$ cat config.mk
export PLATFORM = sky130hd
export DESIGN_NAME = l3_gan_loader
export DESIGN_NICKNAME = d
export VERILOG_FILES = /design/src/rtl/l3_gan_loader.sv
export SDC_FILE = /design/constraint.sdc
export NUM_CORES = 2
export LEC_CHECK = 0
export BUFFER_PORTS_ARGS = -buffer_cell sky130_fd_sc_hd__buf_2
export CAP_MARGIN = 20
export CORE_AREA = 10 10 515 517
export CTS_CLUSTER_SIZE = 10
export DETAILED_ROUTE_END_ITERATION = 10
export DIE_AREA = 0 0 525 527
export HOLD_SLACK_MARGIN = 0.08
export MAX_ROUTING_LAYER = met4
export SETUP_SLACK_MARGIN = 0.5
export SLEW_MARGIN = 0
export SYNTH_ARGS = -nofsm -noshare
export SYNTH_HDL_FRONTEND = slang
export SYNTH_SLANG_ARGS = --single-unit
$ cat constraint.sdc
create_clock -name clk -period 6.4 [get_ports clk]
set_input_delay 0.32 -clock clk [delete_from_list [all_inputs] [get_ports clk]]
set_output_delay 0.32 -clock clk [all_outputs]
set_load 0.01 [all_outputs]
$ cat src/rtl/l3_gan_loader.sv
// Host-side loader for one l3_gan core: turns a header-framed word stream into the
// core's parameter/input buses, runs one inference and streams back out1..out4.
module l3_gan_loader #(
    parameter int DW      = 16,
    parameter int N_PARAM = 73,
    parameter int TIMEOUT = 1024
) (
    input  logic              clk,
    input  logic              rst,
    input  logic [DW-1:0]     s_data,
    input  logic              s_valid,
    output logic              s_ready,
    output logic [DW-1:0]     m_data,
    output logic              m_valid,
    input  logic              m_ready,
    output logic              err,
    output logic              params_loaded,
    output logic [DW-1:0]     x1,
    output logic [DW-1:0]     x2,
    output logic [DW-1:0]     x3,
    output logic [DW-1:0]     x4,
    output logic [16*DW-1:0]  L1_w,
    output logic [4*DW-1:0]   L1_b,
    output logic [8*DW-1:0]   L2_w,
    output logic [2*DW-1:0]   L2_b,
    output logic [2*DW-1:0]   L3_w,
    output logic [DW-1:0]     L3_b,
    output logic [DW-1:0]     L4_w,
    output logic [DW-1:0]     L4_b,
    output logic [DW-1:0]     L5_w,
    output logic [DW-1:0]     L5_b,
    output logic [2*DW-1:0]   L6_w,
    output logic [2*DW-1:0]   L6_b,
    output logic [8*DW-1:0]   L7_w,
    output logic [4*DW-1:0]   L7_b,
    output logic [16*DW-1:0]  L8_w,
    output logic [4*DW-1:0]   L8_b,
    output logic              start,
    input  logic              done,
    input  logic [DW-1:0]     out1,
    input  logic [DW-1:0]     out2,
    input  logic [DW-1:0]     out3,
    input  logic [DW-1:0]     out4
);

    localparam int PW  = N_PARAM * DW;
    localparam int CW  = $clog2(N_PARAM);
    localparam int WCW = $clog2(TIMEOUT + 1);

    localparam logic [DW-1:0] HDR_P = DW'(16'hA501);
    localparam logic [DW-1:0] HDR_X = DW'(16'hA502);

    localparam logic [2:0] ST_IDLE   = 3'd0;
    localparam logic [2:0] ST_LOAD_P = 3'd1;
    localparam logic [2:0] ST_LOAD_X = 3'd2;
    localparam logic [2:0] ST_START  = 3'd3;
    localparam logic [2:0] ST_WAIT   = 3'd4;
    localparam logic [2:0] ST_SEND   = 3'd5;

    logic [2:0]     state_q, state_d;
    logic [CW-1:0]  cnt_q, cnt_d;
    logic [WCW-1:0] wcnt_q, wcnt_d;
    logic [PW-1:0]  params_q, params_d;
    logic [4*DW-1:0] x_q, x_d;
    logic [4*DW-1:0] res_q, res_d;
    logic           loaded_q, loaded_d;
    logic           err_q, err_d;
    logic           accept;

    assign s_ready = rst && (state_q == ST_IDLE || state_q == ST_LOAD_P || state_q == ST_LOAD_X);
    assign accept  = s_valid && s_ready;

    // cnt_q is shared: parameter word index, x word index, and result word index in SEND
    always_comb begin
        state_d  = state_q;
        cnt_d    = cnt_q;
        wcnt_d   = wcnt_q;
        params_d = params_q;
        x_d      = x_q;
        res_d    = res_q;
        loaded_d = loaded_q;
        err_d    = 1'b0;
        case (state_q)
            ST_IDLE: begin
                if (accept) begin
                    cnt_d = '0;
                    if (s_data == HDR_P) begin
                        state_d  = ST_LOAD_P;
                        loaded_d = 1'b0;
                    end else if (s_data == HDR_X) begin
                        state_d = ST_LOAD_X;
                    end else begin
                        err_d = 1'b1;
                    end
                end
            end
            ST_LOAD_P: begin
                if (accept) begin
                    params_d[int'(cnt_q)*DW +: DW] = s_data;
                    if (cnt_q == CW'(N_PARAM - 1)) begin
                        loaded_d = 1'b1;
                        cnt_d    = '0;
                        state_d  = ST_IDLE;
                    end else begin
                        cnt_d = cnt_q + 1'b1;
                    end
                end
            end
            ST_LOAD_X: begin
                if (accept) begin
                    x_d[int'(cnt_q[1:0])*DW +: DW] = s_data;
                    if (cnt_q == CW'(3)) begin
                        cnt_d = '0;
                        if (loaded_q) begin
                            state_d = ST_START;
                        end else begin
                            err_d   = 1'b1;
                            state_d = ST_IDLE;
                        end
                    end else begin
                        cnt_d = cnt_q + 1'b1;
                    end
                end
            end
            ST_START: begin
                wcnt_d  = '0;
                state_d = ST_WAIT;
            end
            ST_WAIT: begin
                if (done) begin
                    res_d   = {out4, out3, out2, out1};
                    cnt_d   = '0;
                    state_d = ST_SEND;
                end else if (wcnt_q == WCW'(TIMEOUT - 1)) begin
                    err_d   = 1'b1;
                    state_d = ST_IDLE;
                end else begin
                    wcnt_d = wcnt_q + 1'b1;
                end
            end
            ST_SEND: begin
                if (m_ready) begin
                    if (cnt_q == CW'(3)) begin
                        cnt_d   = '0;
                        state_d = ST_IDLE;
                    end else begin
                        cnt_d = cnt_q + 1'b1;
                    end
                end
            end
            default: state_d = ST_IDLE;
        endcase
    end

    always_ff @(posedge clk) begin
        if (!rst) begin
            state_q  <= ST_IDLE;
            cnt_q    <= '0;
            wcnt_q   <= '0;
            params_q <= '0;
            x_q      <= '0;
            res_q    <= '0;
            loaded_q <= 1'b0;
            err_q    <= 1'b0;
        end else begin
            state_q  <= state_d;
            cnt_q    <= cnt_d;
            wcnt_q   <= wcnt_d;
            params_q <= params_d;
            x_q      <= x_d;
            res_q    <= res_d;
            loaded_q <= loaded_d;
            err_q    <= err_d;
        end
    end

    assign start         = (state_q == ST_START);
    assign m_valid       = (state_q == ST_SEND);
    assign m_data        = res_q[int'(cnt_q[1:0])*DW +: DW];
    assign err           = err_q;
    assign params_loaded = loaded_q;

    assign x1 = x_q[0*DW +: DW];
    assign x2 = x_q[1*DW +: DW];
    assign x3 = x_q[2*DW +: DW];
    assign x4 = x_q[3*DW +: DW];

    // Word offsets follow the flat load order L1_w, L1_b, L2_w, ... L8_b
    assign L1_w = params_q[0*DW  +: 16*DW];
    assign L1_b = params_q[16*DW +: 4*DW];
    assign L2_w = params_q[20*DW +: 8*DW];
    assign L2_b = params_q[28*DW +: 2*DW];
    assign L3_w = params_q[30*DW +: 2*DW];
    assign L3_b = params_q[32*DW +: DW];
    assign L4_w = params_q[33*DW +: DW];
    assign L4_b = params_q[34*DW +: DW];
    assign L5_w = params_q[35*DW +: DW];
    assign L5_b = params_q[36*DW +: DW];
    assign L6_w = params_q[37*DW +: 2*DW];
    assign L6_b = params_q[39*DW +: 2*DW];
    assign L7_w = params_q[41*DW +: 8*DW];
    assign L7_b = params_q[49*DW +: 4*DW];
    assign L8_w = params_q[53*DW +: 16*DW];
    assign L8_b = params_q[69*DW +: 4*DW];

endmodule

## After elaboration in Yosys (flattened, before gate mapping)

Cells that the tools add are included.

| storage, ports and cells | value |
|---|---|
| bits in registers | 1319 |
| input port bits | 85 |
| output and inout bits | 1253 |

| operators by class | value |
|---|---|
| add/sub/neg operators | 4 |
| equality and inequality tests | 23 |
| shift-type cells | 5 |
| mux-type cells | 40 |
| reduce and logical (&&, ||, !) cells | 15 |

Operators with widths:

| kind | number |
|---|---|
| $bwmux W1168 | 1 |
| $shift A16 B33 Y1168 const A | 1 |
| $shiftx A16 B33 Y1168 | 1 |
| $bwmux W64 | 1 |
| $shift A16 B33 Y64 const A | 1 |
| $shiftx A16 B33 Y64 | 1 |
| $shiftx A64 B7 Y16 | 1 |
| $mux W7 | 7 |
| $pmux W7 S5 | 1 |
| $mux W3 | 11 |
| $neg A11 Y33 | 1 |
| $neg A6 Y33 | 1 |
| $eq A16 B16 Y1 const B | 2 |
| $mux W11 | 2 |
| $pmux W11 S2 | 1 |
| $pmux W3 S6 | 1 |
| $mux W1 | 12 |
| $ne A2 B2 Y1 const B | 6 |
| $add A11 B1 Y11 const B | 1 |
| $eq A11 B10 Y1 const B | 1 |
| $ne A2 B1 Y1 const B | 5 |
| $reduce_and A9 Y1 | 1 |
| $add A7 B1 Y7 const B | 1 |
| $eq A7 B2 Y1 const B | 1 |
| 18 further kinds | 25 |

## Depth between registers and ports, before layout

| depth | value |
|---|---|
| word-level depth | 7 |
| depth in mapped cells | 17 |
| depth with buffers taken out | 10 |

## Least setup slack after synthesis

Ideal clock, no wire load.

| timing path | value |
|---|---|
| path kind | register -> register |
| start point | register cnt_q[0] |
| end point | register params_q[72] |
| setup time | 0.072 ns |
| data arrival time | 4.112 ns |
| required time | 6.328 ns |
| slack | 2.217 ns |
| cell stages (with the launch flop) | 15 |
| clock period less this slack | 4.183 ns |
| path through | dfxtp_1 > buf_2 > buf_2 > clkbuf_1 > inv_1 > ha_1 > nor3b_1 > nor2b_1 > ha_1 > clkbuf_1 > a31oi_1 > nand3_1 > nor3_2 > buf_2 > mux2i_1 |

| on the way | value |
|---|---|
| longest elaborated chain between the ends | 3 |

Ends and longest elaborated chain:

| element | line | text |
|---|---|---|
| from (decl) | 61 | `logic [CW-1:0] cnt_q, cnt_d;` |
| from (signal assigned) | 167 | `cnt_q <= cnt_d;` |
| $neg A11 Y33 (*) | 99 | `params_d[int'(cnt_q)*DW +: DW] = s_data;` |
| $shiftx A16 B33 Y1168 or $shift A16 B33 Y1168 (tied branches) | 99 |  |
| $bwmux W1168 (*) | 99 |  |
| to (signal assigned) | 169 | `params_q <= params_d;` |
| to (decl) | 63 | `logic [PW-1:0] params_q, params_d;` |

Mark *: on every way between the ends. The rest lies on a longest branch, timed or not.
A chain may end at the register's enable or synchronous reset.

## Final worst setup path

| timing path | value |
|---|---|
| start point | register cnt_q[2] |
| end point | register params_q[533] |

The elaborated chain is that of the path after synthesis.

==> qor.yml <==
ctsHtreeMaxLevel: 4
ios: 1338
tightest_slew_ps: 1240
synth-seq-cells: 1319
clk_pin_slew_ps: 60
synth_nets: 5877
critPathTopFamily: "simple AND/OR/NAND/NOR gates"
rows: 186
synth_common_cells: "nand2_1, dfxtp_1, mux2i_1"
clk_latency_ps: 830
routed_wl_um: 316000
post_drt_wl_per_cell_um: 30.1
endpoint_kind: "flip-flop"
grt_pass1_wl_um: 420000
holdCritPathClass: "input port to flip-flop"
pwr-share-seq_pct: 46.7
clkPwrFrac_pct: 50.3
fmax_ghz: 0.216
pwr-share-comb_pct: 3.0
gp_congestion: 0.856
cts_made_buffers: 163
fin_nets: 7139
crit_chain: "nor3b_1 > buf_4 > nor2b_1 > ha_1 > buf_4 > nand3_1 > a211oi_4 > buf_4 > nand3_1 > buf_4 > nor3_4 > mux2i_1"
clock_path_buffers: 3
vias: 48600
drc: 0
p_leak_nw: 28.7
crit_path_start_kind: "flip-flop"
drive_gt1_share_pct: 26.9
slowest_stage: "dfxtp_1"
design_power_total_mw: 17.6
yosys_warnings: 0
firstDrtPassIters: 7
die_area_um2: 277000
dieHeight_um: 527
syn_to_final_growth_pct: 32.1
critPathBufInv: 4
worst_ep_required_time_ps: 7140
synth_area_leaders: "dfxtp_1, mux2i_1, nand2_1"
synth_area_um2: 52900
rsz0062_at_grt: "no"
slew_violations: 0
setup_viol: 0
postSynthAreaPerCell_um2: 9.14
fin_crit_sh_pct: 72.2
dpl_cell_area_um2: 64000
p_switching_mw: 4.29
antenna_found_initial: 37
core-area_um2: 255000
post_cts_buffers: 0
synthDistinctLibCells: 73
die_w_um: 525
ctsRootBufferMaster: "clkbuf_16"
grt_max_degree: 214
relSlewSlack_pct: 16.7
power_switching_share_pct: 24.4
cts.sinks: 1319
yosys.area.top_type: "dfxtp_1"
syn-instance-count: 5785
gr-total-overflow: 0
synth_edf_count: 0
fin_crit_ps: 4620
async_flop_share_pct: 0
synth_top_area_share_pct: 49.9
finalHoldViolCount: 0
maxCapViolCount: 0
dp_hpwl_um: 233000
arrival_ps: 5360
vias_per_cell: 4.63
portBuffers: 1337
vdd_drop_max_mv: 0.272
tritoncts: "done"
final_area_um2: 69900
postRouteAntennaNets: 0
drt_iter0_drc: 4758
p_per_area_nw_per_um2: 252
synth.most_common_cell: "nand2_1"
grt_usage_pct: 22.2
cpMostUsedCell: "buf_4"
ys.flop_type: "dfxtp_1"
intPower_mw: 13.3
critPathMaxStageDelay_ps: 860
finClkSkew_ps: 55.9
outcome: "completed"
initial_core_util_pct: 20.7
finalSetupTns_ps: 0
grt_pass1_vias: 47700
ys_seq_area_share_pct: 49.9
cp_max_fo: 20
path_class: "flip-flop to flip-flop"
area by class of cell:
| cell class | count | area [um^2] |
|---|---|---|
| diodes | 23 | 57.6 |
| fillers | 27400 | 185000 |
| inverters | 14 | 60.1 |
| well taps | 3384 | 4230 |
| multi-input cells | 3939 | 25000 |
| repair buffers | 1610 | 9170 |
| clock buffers | 193 | 4360 |
| flip-flops and latches | 1319 | 26400 |
| clock inverters | 34 | 533 |
cells by family (layout without fill, tap and decap cells):
logic type / count (synthesis) / count (layout) / share of synthesized area, %
AOI/OAI and AO/OA: 360 / 360 / 3.98
xor gates and xnor gates: 17 / 17 / 0.281
adders and majority gates: 7 / 7 / 0.166
buffers and inverters: 527 / 1851 / 4.12
DFF: 1319 / 1319 / 49.9
muxes: 1071 / 1071 / 20.6
other: 0 / 23 / 0
and+or+nand+nor: 2484 / 2484 / 20.9
power groups by stage:
stage	Combinational [mW]	Clock, mW	Sequential [mW]
after floorplan	0.192	0	8.39
after global placement	0.485	0	8.39
after detailed placement	0.485	0	8.39
after CTS	0.529	9.06	8.21
after global routing	0.542	9.33	8.21
final	0.529	8.84	8.21
metal layers:
| layer | track usage [%] | up-vias | share of wire, % |
|---|---|---|---|
| met5 | - | - | 0 |
| met4 | 8.84 | 0 | 4.6 |
| met3 | 5.55 | 469 | 7.4 |
| met2 | 35.6 | 2273 | 46 |
| li1 | - | 22100 | - |
| met1 | 26.8 | 23800 | 42 |
registers in the layout (all words and copies together) (netlist names):
register,flops
cnt_q,7
err,1
state_q,3
wcnt_q,11
params_q,1168
res_q,64
x_q,64
params_loaded,1
worst min-delay path, cell delays in order:
cell	delay, ps
buf_4	200
and3_1	220
a21oi_1	110
nor2_1	40
cell usage in the layout, fill, tap and decap left out, types with 15 or more instances in the layout:
cell	n
nand2_1	1628
buf_2	1320
dfxtp_1	1317
mux2i_1	1055
nand3_1	311
a21oi_1	214
buf_4	191
clkbuf_16	165
nand4_1	115
nor2_1	109
dlygate4sd3_1	83
o21ai_0	67
and3_1	62
nand2b_1	35
or3_1	24
diode_2	23
nor3_4	22
nor2_4	21
and2_1	20
nor3_1	19
mux4_2	16
o211ai_1	15
clkbuf_1	15
repair_timing:
action | CTS | global route
setup endpoints to repair | 0 | 0
endpoints found under the hold margin | 223 | 0
gates resized for setup | 0 | 0
hold buffers | 83 | 0
metrics by stage:
stage | cells | utilization (%) | setup slack (ps) | hold slack, ps
detailed placement | 10200 | 25.1 | 1720 | 441
global placement | 10200 | 25.0 | 1770 | 436
CTS | 10500 | 27.3 | 1720 | 103
global route | 10500 | 27.3 | 1440 | 131
finish | 10500 | 27.4 | 1780 | 183
floorplan | 5785 | - | 2220 | 433
worst paths after layout:
| path | start | to | slack, ps | cells past startpoint |
|---|---|---|---|---|
| min reg2reg | params_q[0]$_SDFFE_PN0P_ | params_q[0]$_SDFFE_PN0P_ | 450 | 2 |
| max | cnt_q[2]$_SDFFE_PN0P_ | params_q[533]$_SDFFE_PN0P_ | 1780 | 12 |
| max reg2reg | cnt_q[2]$_SDFFE_PN0P_ | params_q[533]$_SDFFE_PN0P_ | 1780 | 12 |
| min | s_data[2] | x_q[18]$_SDFFE_PN0P_ | 180 | 4 |
Power figures use the tool's default switching activity.
